## src/rtl/mult_arbiter_pkg.sv

```systemverilog
// Shared definitions for the round-robin front end of a shared multiplier:
// FSM encoding and the default watchdog limit.
package mult_arbiter_pkg;

  typedef enum logic [1:0] {
    ST_IDLE = 2'd0,
    ST_LOAD = 2'd1,
    ST_BUSY = 2'd2,
    ST_RESP = 2'd3
  } state_e;

  localparam int TMO_DEFAULT = 15;

endpackage

```

## src/rtl/mult_arbiter_rr_grant.sv

```systemverilog
// Round-robin grant: picks the first asserted request at or after ptr,
// wrapping modulo N. Purely combinational, one-hot or zero output.
module rr_grant #(
  parameter int N  = 2,
  parameter int IW = $clog2(N)
) (
  input  logic [N-1:0]  req,
  input  logic [IW-1:0] ptr,
  output logic [N-1:0]  gnt
);

  logic [IW:0]   sum;
  logic [IW-1:0] idx;

  // Walk offsets from farthest to nearest so the nearest match wins.
  always_comb begin
    gnt = '0;
    sum = '0;
    idx = '0;
    for (int k = N - 1; k >= 0; k--) begin
      sum = {1'b0, ptr} + (IW + 1)'(k);
      if (sum >= (IW + 1)'(N)) begin
        sum = sum - (IW + 1)'(N);
      end
      idx = sum[IW-1:0];
      if (req[idx]) begin
        gnt      = '0;
        gnt[idx] = 1'b1;
      end
    end
  end

endmodule

```

## src/rtl/mult_arbiter.sv

```systemverilog
// Arbitrates N requesters onto one shared multiplier, one operation at a time,
// with a watchdog that reports an error response if the multiplier stalls.
module mult_arbiter
  import mult_arbiter_pkg::*;
#(
  parameter int W   = 4,
  parameter int N   = 2,
  parameter int TMO = TMO_DEFAULT
) (
  input  logic                 clk,
  input  logic                 rst_n,
  input  logic [N-1:0]         req_valid,
  input  logic [N*W-1:0]       req_a,
  input  logic [N*W-1:0]       req_b,
  output logic [N-1:0]         req_ready,
  output logic                 rsp_valid,
  output logic [$clog2(N)-1:0] rsp_id,
  output logic [2*W-1:0]       rsp_p,
  output logic                 rsp_err,
  output logic                 mult_load,
  output logic [W-1:0]         mult_a,
  output logic [W-1:0]         mult_b,
  input  logic [2*W-1:0]       mult_p,
  input  logic                 mult_valid
);

  localparam int IW = $clog2(N);
  localparam int CW = $clog2(TMO + 1);

  // Handshake: requester i is accepted on a rising edge where
  // req_valid[i] & req_ready[i]; req_ready is only ever raised in IDLE.
  state_e          state_q, state_d;
  logic [IW-1:0]   ptr_q, ptr_d;
  logic [W-1:0]    a_q, a_d, b_q, b_d;
  logic [IW-1:0]   id_q, id_d;
  logic [CW-1:0]   wdog_q, wdog_d, wdog_inc;
  logic [2*W-1:0]  rsp_p_q, rsp_p_d;
  logic            rsp_err_q, rsp_err_d;
  logic [IW-1:0]   rsp_id_q, rsp_id_d;

  logic [N-1:0]    gnt;
  logic [IW-1:0]   gnt_idx;
  logic [W-1:0]    gnt_a, gnt_b;

  rr_grant #(.N(N), .IW(IW)) u_rr_grant (
    .req (req_valid),
    .ptr (ptr_q),
    .gnt (gnt)
  );

  always_comb begin
    gnt_idx = '0;
    gnt_a   = '0;
    gnt_b   = '0;
    for (int i = 0; i < N; i++) begin
      if (gnt[i]) begin
        gnt_idx = IW'(i);
        gnt_a   = req_a[i*W +: W];
        gnt_b   = req_b[i*W +: W];
      end
    end
  end

  always_comb begin
    state_d   = state_q;
    ptr_d     = ptr_q;
    a_d       = a_q;
    b_d       = b_q;
    id_d      = id_q;
    wdog_d    = wdog_q;
    rsp_p_d   = rsp_p_q;
    rsp_err_d = rsp_err_q;
    rsp_id_d  = rsp_id_q;
    wdog_inc  = wdog_q + 1'b1;
    req_ready = '0;
    mult_load = 1'b0;
    rsp_valid = 1'b0;
    case (state_q)
      ST_IDLE: begin
        req_ready = gnt;
        if (|gnt) begin
          a_d     = gnt_a;
          b_d     = gnt_b;
          id_d    = gnt_idx;
          ptr_d   = (gnt_idx == IW'(N - 1)) ? '0 : gnt_idx + 1'b1;
          state_d = ST_LOAD;
        end
      end
      ST_LOAD: begin
        mult_load = 1'b1;
        wdog_d    = '0;
        state_d   = ST_BUSY;
      end
      ST_BUSY: begin
        wdog_d = wdog_inc;
        // The first BUSY cycle still shows the multiplier's stale idle flag.
        if (wdog_q != '0 && mult_valid) begin
          rsp_p_d   = mult_p;
          rsp_err_d = 1'b0;
          rsp_id_d  = id_q;
          state_d   = ST_RESP;
        end else if (wdog_inc == CW'(TMO)) begin
          rsp_p_d   = '0;
          rsp_err_d = 1'b1;
          rsp_id_d  = id_q;
          state_d   = ST_RESP;
        end
      end
      ST_RESP: begin
        rsp_valid = 1'b1;
        state_d   = ST_IDLE;
      end
      default: state_d = ST_IDLE;
    endcase
  end

  always_ff @(posedge clk or negedge rst_n) begin
    if (!rst_n) begin
      state_q   <= ST_IDLE;
      ptr_q     <= '0;
      a_q       <= '0;
      b_q       <= '0;
      id_q      <= '0;
      wdog_q    <= '0;
      rsp_p_q   <= '0;
      rsp_err_q <= 1'b0;
      rsp_id_q  <= '0;
    end else begin
      state_q   <= state_d;
      ptr_q     <= ptr_d;
      a_q       <= a_d;
      b_q       <= b_d;
      id_q      <= id_d;
      wdog_q    <= wdog_d;
      rsp_p_q   <= rsp_p_d;
      rsp_err_q <= rsp_err_d;
      rsp_id_q  <= rsp_id_d;
    end
  end

  assign mult_a  = a_q;
  assign mult_b  = b_q;
  assign rsp_p   = rsp_p_q;
  assign rsp_err = rsp_err_q;
  assign rsp_id  = rsp_id_q;

endmodule

```

## config.mk

```make
export PLATFORM = sky130hd
export DESIGN_NAME = mult_arbiter
export DESIGN_NICKNAME = d
export VERILOG_FILES = /design/src/rtl/mult_arbiter_pkg.sv /design/src/rtl/mult_arbiter_rr_grant.sv /design/src/rtl/mult_arbiter.sv
export SDC_FILE = /design/constraint.sdc
export NUM_CORES = 1
export LEC_CHECK = 0
export CORE_MARGIN = 1
export CORE_UTILIZATION = 46
export CTS_BUF_LIST = sky130_fd_sc_hd__clkbuf_16
export DETAILED_ROUTE_END_ITERATION = 6
export PLACE_DENSITY = 0.84
export REMOVE_ABC_BUFFERS = 1
export SLEW_MARGIN = 40
export SYNTH_ARGS = -nofsm -noshare
export SYNTH_HDL_FRONTEND = slang
export SYNTH_SLANG_ARGS = --single-unit
```

## constraint.sdc

```tcl
create_clock -name clk -period 4 [get_ports clk]
set_clock_uncertainty 0.2 [all_clocks]
set_input_delay 0.4 -clock clk [delete_from_list [all_inputs] [get_ports clk]]
set_output_delay 0.4 -clock clk [all_outputs]
set_load 0.02 [all_outputs]
```

Word level (Yosys, flattened, before mapping):

Index checks and enable logic that the tools add are counted.

* output and inout port bits: 22
* input bits: 29
* flip-flop bits (word level): 26
* logic and storage cells: 69

* reductions and logical operators: 11
* equal/unequal tests: 6
* add/subtract/negate cells: 5
* muxes and demuxes: 32
* $lt $le $gt $ge: 6

Operators by type and width (number)
* 1-bit 2-to-1 mux: 16
* 4-bit 2-to-1 mux: 4
* 8-bit 2-to-1 mux: 2
* 2-bit 2-to-1 mux: 6
* 2-bit case mux with 4 select lines: 1
* 4-bit case mux with 2 select lines: 1
* 2-bit AND reduction: 3
* 4-bit by 1-bit adder with 4-bit output, second input constant: 1
* 2-bit equality test, second input constant: 2
* 4-bit equality test, second input constant: 1
* 1-bit by 2-bit < comparator with 1-bit output, second input constant: 2
* 2-bit nonzero test: 2
* 4-bit nonzero test: 1
* 1-bit logical AND: 3
* 3-bit != test, second input constant: 1
* 1-bit by 1-bit adder with 2-bit output, second input constant: 1
* 1-bit demux with 1-bit select: 2
* 2-bit by 1-bit equality test with 1-bit output, second input constant: 1
* 1-bit greater-or-equal comparator, second input constant: 2
* 1-bit by 2-bit greater-or-equal comparator with 1-bit output, second input constant: 1
* 2-bit greater-or-equal comparator, second input constant: 1
* 2-bit logical NOT: 1
* 2-bit != test, second input constant: 1
* 2-bit OR reduction: 1
* 2 further kinds: 3

Longest topological paths before layout:

* word-level depth: 12
* gate-level depth with buffers: 7
* mapped depth without buffers: 6

Cells and area by module:

From an unflattened synthesis, not the netlist that was laid out.

* cell total of the unflattened synthesis: 148
* area total of the unflattened synthesis: 1358.8 sq um

By module, submodules not included
* mult_arbiter: area each 1340.0 sq um, instances 1, seq. area each 650.6 sq um, cells each 145
* rr_grant: area each 18.8 sq um, instances 1, seq. area each 0.0 sq um, cells each 3

Worst setup path before layout:

OpenSTA, ideal clock, no wires.

* path type: register to register
* start: register wdog_q[0]
* end: register rsp_id_q, in the netlist rsp_id
* library setup time: 125 ps
* buffers on the path: 1
* stages on the path, launching flop included: 8
* period minus slack after synthesis: 1921 ps
* data arrival time: 1596 ps
* setup slack: 2079 ps
* data required time: 3675 ps
* cells stage by stage: dfrtp_1 > inv_1 > ha_1 > nand4b_1 > a21boi_0 > a31o_1 > buf_6 > mux2_4

* cells in the longest elaborated chain, start to end: 4
* elaborated cells on any way between the ends: 7
* those cells by class: add/sub: 1; eq/ne: 1; mux: 1; reduce/logical: 4

RTL lines
* start, declared: line mult_arbiter.sv:36 `logic [CW-1:0] wdog_q, wdog_d, wdog_inc;`
* start signal, assigned: line mult_arbiter.sv:134 `wdog_q <= wdog_d;`
* 4-bit by 1-bit adder with 4-bit output or 4-bit nonzero test (tied branches): line mult_arbiter.sv:74, mult_arbiter.sv:97
* 4-bit equality test or 1-bit logical AND (tied branches): line mult_arbiter.sv:102, mult_arbiter.sv:97
* 2-bit nonzero test (no line)
* 2-bit AND reduction (no line)
* end signal, assigned: line mult_arbiter.sv:137 `rsp_id_q <= rsp_id_d;`
* end, declared: line mult_arbiter.sv:39 `logic [IW-1:0] rsp_id_q, rsp_id_d;`

Parallel ways exist; a longest one is shown, timed or not.
A chain may end at the register's enable or synchronous reset.

Worst setup path in the final report:

* start: input req_valid[0]
* end: output req_ready[0]

* cells in the longest elaborated chain, start to end: 5
* elaborated cells on any way between the ends: 7
* those cells by class: mux: 7

RTL lines
* start, declared: line mult_arbiter.sv:12 `input logic [N-1:0] req_valid,`
* 1-bit 2-to-1 mux (not written as such) (2 in series): line mult_arbiter_rr_grant.sv:26 `if (req[idx]) begin`
* 2-bit 2-to-1 mux: line mult_arbiter_rr_grant.sv:26
* 2-bit 2-to-1 mux *: line mult_arbiter_rr_grant.sv:26
* 2-bit 2-to-1 mux *: line mult_arbiter.sv:78 `case (state_q)`
* end, declared: line mult_arbiter.sv:15 `output logic [N-1:0] req_ready,`

Mark *: on every way between the ends. The rest lies on a longest branch, timed or not. The select of a mux whose other input is x is not followed.

==> results.toml <==
[clock_network]
cts_root_buffer = "clkbuf_16"
clockBufferDepth = 2
cts_made_buffers = 3
clk_latency_ns = 0.26
cts.sinks = 26
path_clk_slew_ns = 0.06
cts_tree = "built"
h-tree-depth = 1
cts_setup_buffers = 0

[placement]
gp_congestion = 0.727
dp_slack_ns = 1.02
numPortBuffers = 50
hpwl_mm = 2.26
place_area_um2 = 1780
dp_cells = 191

[timing]
hold_viol = 0
layout_setup_ws_ns = 0.951
relSlewSlack = 0.534
fin_setup_tns_ns = 0
maxSlewViolCount = 0
fin_crit_sh = 0.762
rsz0062_at_grt = "false"
tightest_slew_ns = 0.698
timing.fmax_ghz = 0.328
setup_viol = 0
fin_crit_ns = 3.05
hold-worst-slack_ns = 0.284

[finish]
fin_nets = 203
antenna_cells = 0
utilization = 0.735
final_cells = 196
syn2layout_area_growth_pct = 47.6
drive_gt1_frac = 0.0964
finalInstanceArea_um2 = 1870

[global_route]
gr-total-overflow = 0
antenna_found_initial = 0
grt_pass1_vias = 996
grt_start_max_net_pins = 27
grt_util_all_layers = 0.208
grt_pass1_wl_mm = 4.33

[worst_setup_path]
crit_type = "primary input to output port"
crit_arrival_ns = 2.45
cp_slowest_cell = "a21boi_1"
start_kind = "primary input"
r2r_slack_ns = 1.75
worstSetupEndpointType = "output port"
cp_cell_sequence = "clkdlybuf4s50_1 > a21boi_1 > nand2_1 > inv_1 > clkdlybuf4s50_1"
required_ns = 3.40
crit_buf_inv = 3
critPathMaxFanout = 9
crit_family = "buffers and inverters"
slowest_delay_ns = 0.62
critPathMostFrequentCell = "clkdlybuf4s50_1"

[drt]
dr.first_iter.drc_count = 9
via_per_inst = 5.54
drcViolationCount = 0
drt-wirelength-per-cell_um = 15.1
final_antenna_net_count = 0
drt-total-wl_mm = 2.96
drt_first_pass_iters = 4
vias = 1086

[power]
total_power_mw = 1.31
power.density_nw_per_um2 = 701
vdd_drop_max_v = 0.000573
power.leakage_nw = 0.831

[floorplan]
ios = 51
dieArea_um2 = 2970
fp-row-count = 18
coreArea_um2 = 2540
die_y_um = 54.5
initial_utilization = 0.498
die_x_um = 54.5

[synthesis]
ys_seq_elements = 26
syn_area_um2 = 1270
ys_seq_area_frac = 0.514
ys_warn_count = 0
postSynthCellCount = 115
avgSynthCellArea_um2 = 11.0
yosys.cell_types.count = 33

[min_path]
hp-class = "flip-flop to flip-flop"

[status]
status = "complete, no violations"

[run]
drv_cap = 0
## timing repair
item                                   CTS  global route
hold buffers                             1             0
resized for setup                        0             0
endpoints found under the hold margin   26             0
## report_power, final
group | switching, mW | internal (mW) | total [mW]
combinational | 0.333 | 0.314 | 0.647
sequential | 0.0743 | 0.370 | 0.444
clock | 0.0850 | 0.134 | 0.219
total | 0.492 | 0.818 | 1.31
## final timing paths
path,from,end,depth (start not counted)
max,req_valid[0],req_ready[0],5
min,mult_a[2],mult_a[2],2
max reg2reg,wdog_q[0],rsp_id,6
min reg2reg,mult_a[2],mult_a[2],2
max in group asynchronous,rst_n,rsp_err,2
min in group asynchronous,rst_n,wdog_q[1],2
## state kept, by name (all words and copies together) (netlist names)
| name | cells |
|---|---|
| rsp_p | 8 |
| mult_a | 4 |
| mult_b | 4 |
| wdog_q | 4 |
| state_q | 2 |
| id_q | 1 |
| ptr_q | 1 |
| rsp_err | 1 |
| rsp_id | 1 |
## per-layer routing
metal,vias up,part of all wire,track usage
li1,522,-,-
met1,519,0.44,0.262
met2,37,0.50,0.360
met3,8,0.036,0.0278
met4,0,0.021,0.0812
met5,-,0,0
## worst reg2reg max path: stages (launching register included)
cell and delay, ns:
dfrtp_1 0.44, inv_1 0.12, ha_1 0.24, nand4b_1 0.11, a21boi_0 0.30, a31o_1 0.41, mux2_4 0.33
## logic make-up (layout without fill, tap and decap cells)
| kind of cell | count (synthesis) | count (layout) | share of synthesized area |
|---|---|---|---|
| AOI/OAI and AO/OA | 45 | 45 | 0.262 |
| adders and majority gates | 7 | 7 | 0.0692 |
| buffers and inverters | 14 | 65 | 0.0474 |
| DFF | 26 | 26 | 0.514 |
| muxes | 2 | 2 | 0.0207 |
| and+or+nand+nor | 21 | 21 | 0.0870 |
## synth_stat cells
cell | count | area share
mux2_4 | 1 | 0.012
nand3b_1 | 1 | 0.0059
o211a_1 | 1 | 0.0079
ha_1 | 7 | 0.069
o21ba_2 | 1 | 0.0079
a21o_1 | 1 | 0.0059
nand2b_1 | 1 | 0.0049
dfrtp_1 | 26 | 0.51
a22o_1 | 3 | 0.021
nand4b_1 | 1 | 0.0069
a21boi_1 | 2 | 0.012
and3b_2 | 1 | 0.0079
inv_1 | 10 | 0.030
a21boi_0 | 1 | 0.0059
o22ai_1 | 1 | 0.0049
a31oi_1 | 1 | 0.0049
clkbuf_1 | 3 | 0.0089
o22a_1 | 1 | 0.0069
o21ai_1 | 1 | 0.0039
a22oi_1 | 8 | 0.047
nand3_1 | 3 | 0.012
a41oi_1 | 1 | 0.0069
a31o_1 | 1 | 0.0069
a21boi_2 | 1 | 0.0089
a21oi_1 | 3 | 0.012
o2111ai_2 | 1 | 0.012
nor3b_1 | 2 | 0.012
a22o_2 | 5 | 0.040
nand2_1 | 11 | 0.033
buf_6 | 1 | 0.0089
and2_1 | 1 | 0.0049
o21ai_0 | 12 | 0.047
mux2_2 | 1 | 0.0089
## layout by cell type (no fill, tap or decap), drive strengths merged
master,instances
a21oi,3
o211a,1
mux2,2
a21boi,4
inv,10
clkbuf,3
clkinv,1
clkdlybuf4s50,49
a31o,1
and3b,1
dlygate4sd3,1
ha,7
o21ba,1
a41oi,1
nand4b,1
o22ai,1
o22a,1
nand3,3
a21o,1
o2111ai,1
nand2b,1
buf,1
a31oi,1
nand2,11
a22oi,8
o21ai,13
nor3b,2
a22o,8
nand3b,1
dfrtp,26
and2,1
## layout make-up
class                           count  area [um2]
Inverter                           10        37.5
Tap cell                           30        37.5
Sequential cell                    26         651
Clock inverter                      1        3.75
Fill cell                         182         676
Clock buffer                        3        75.1
Multi-Input combinational cell     75         559
Timing Repair Buffer               51         505
(Power assumes the default switching activity.)
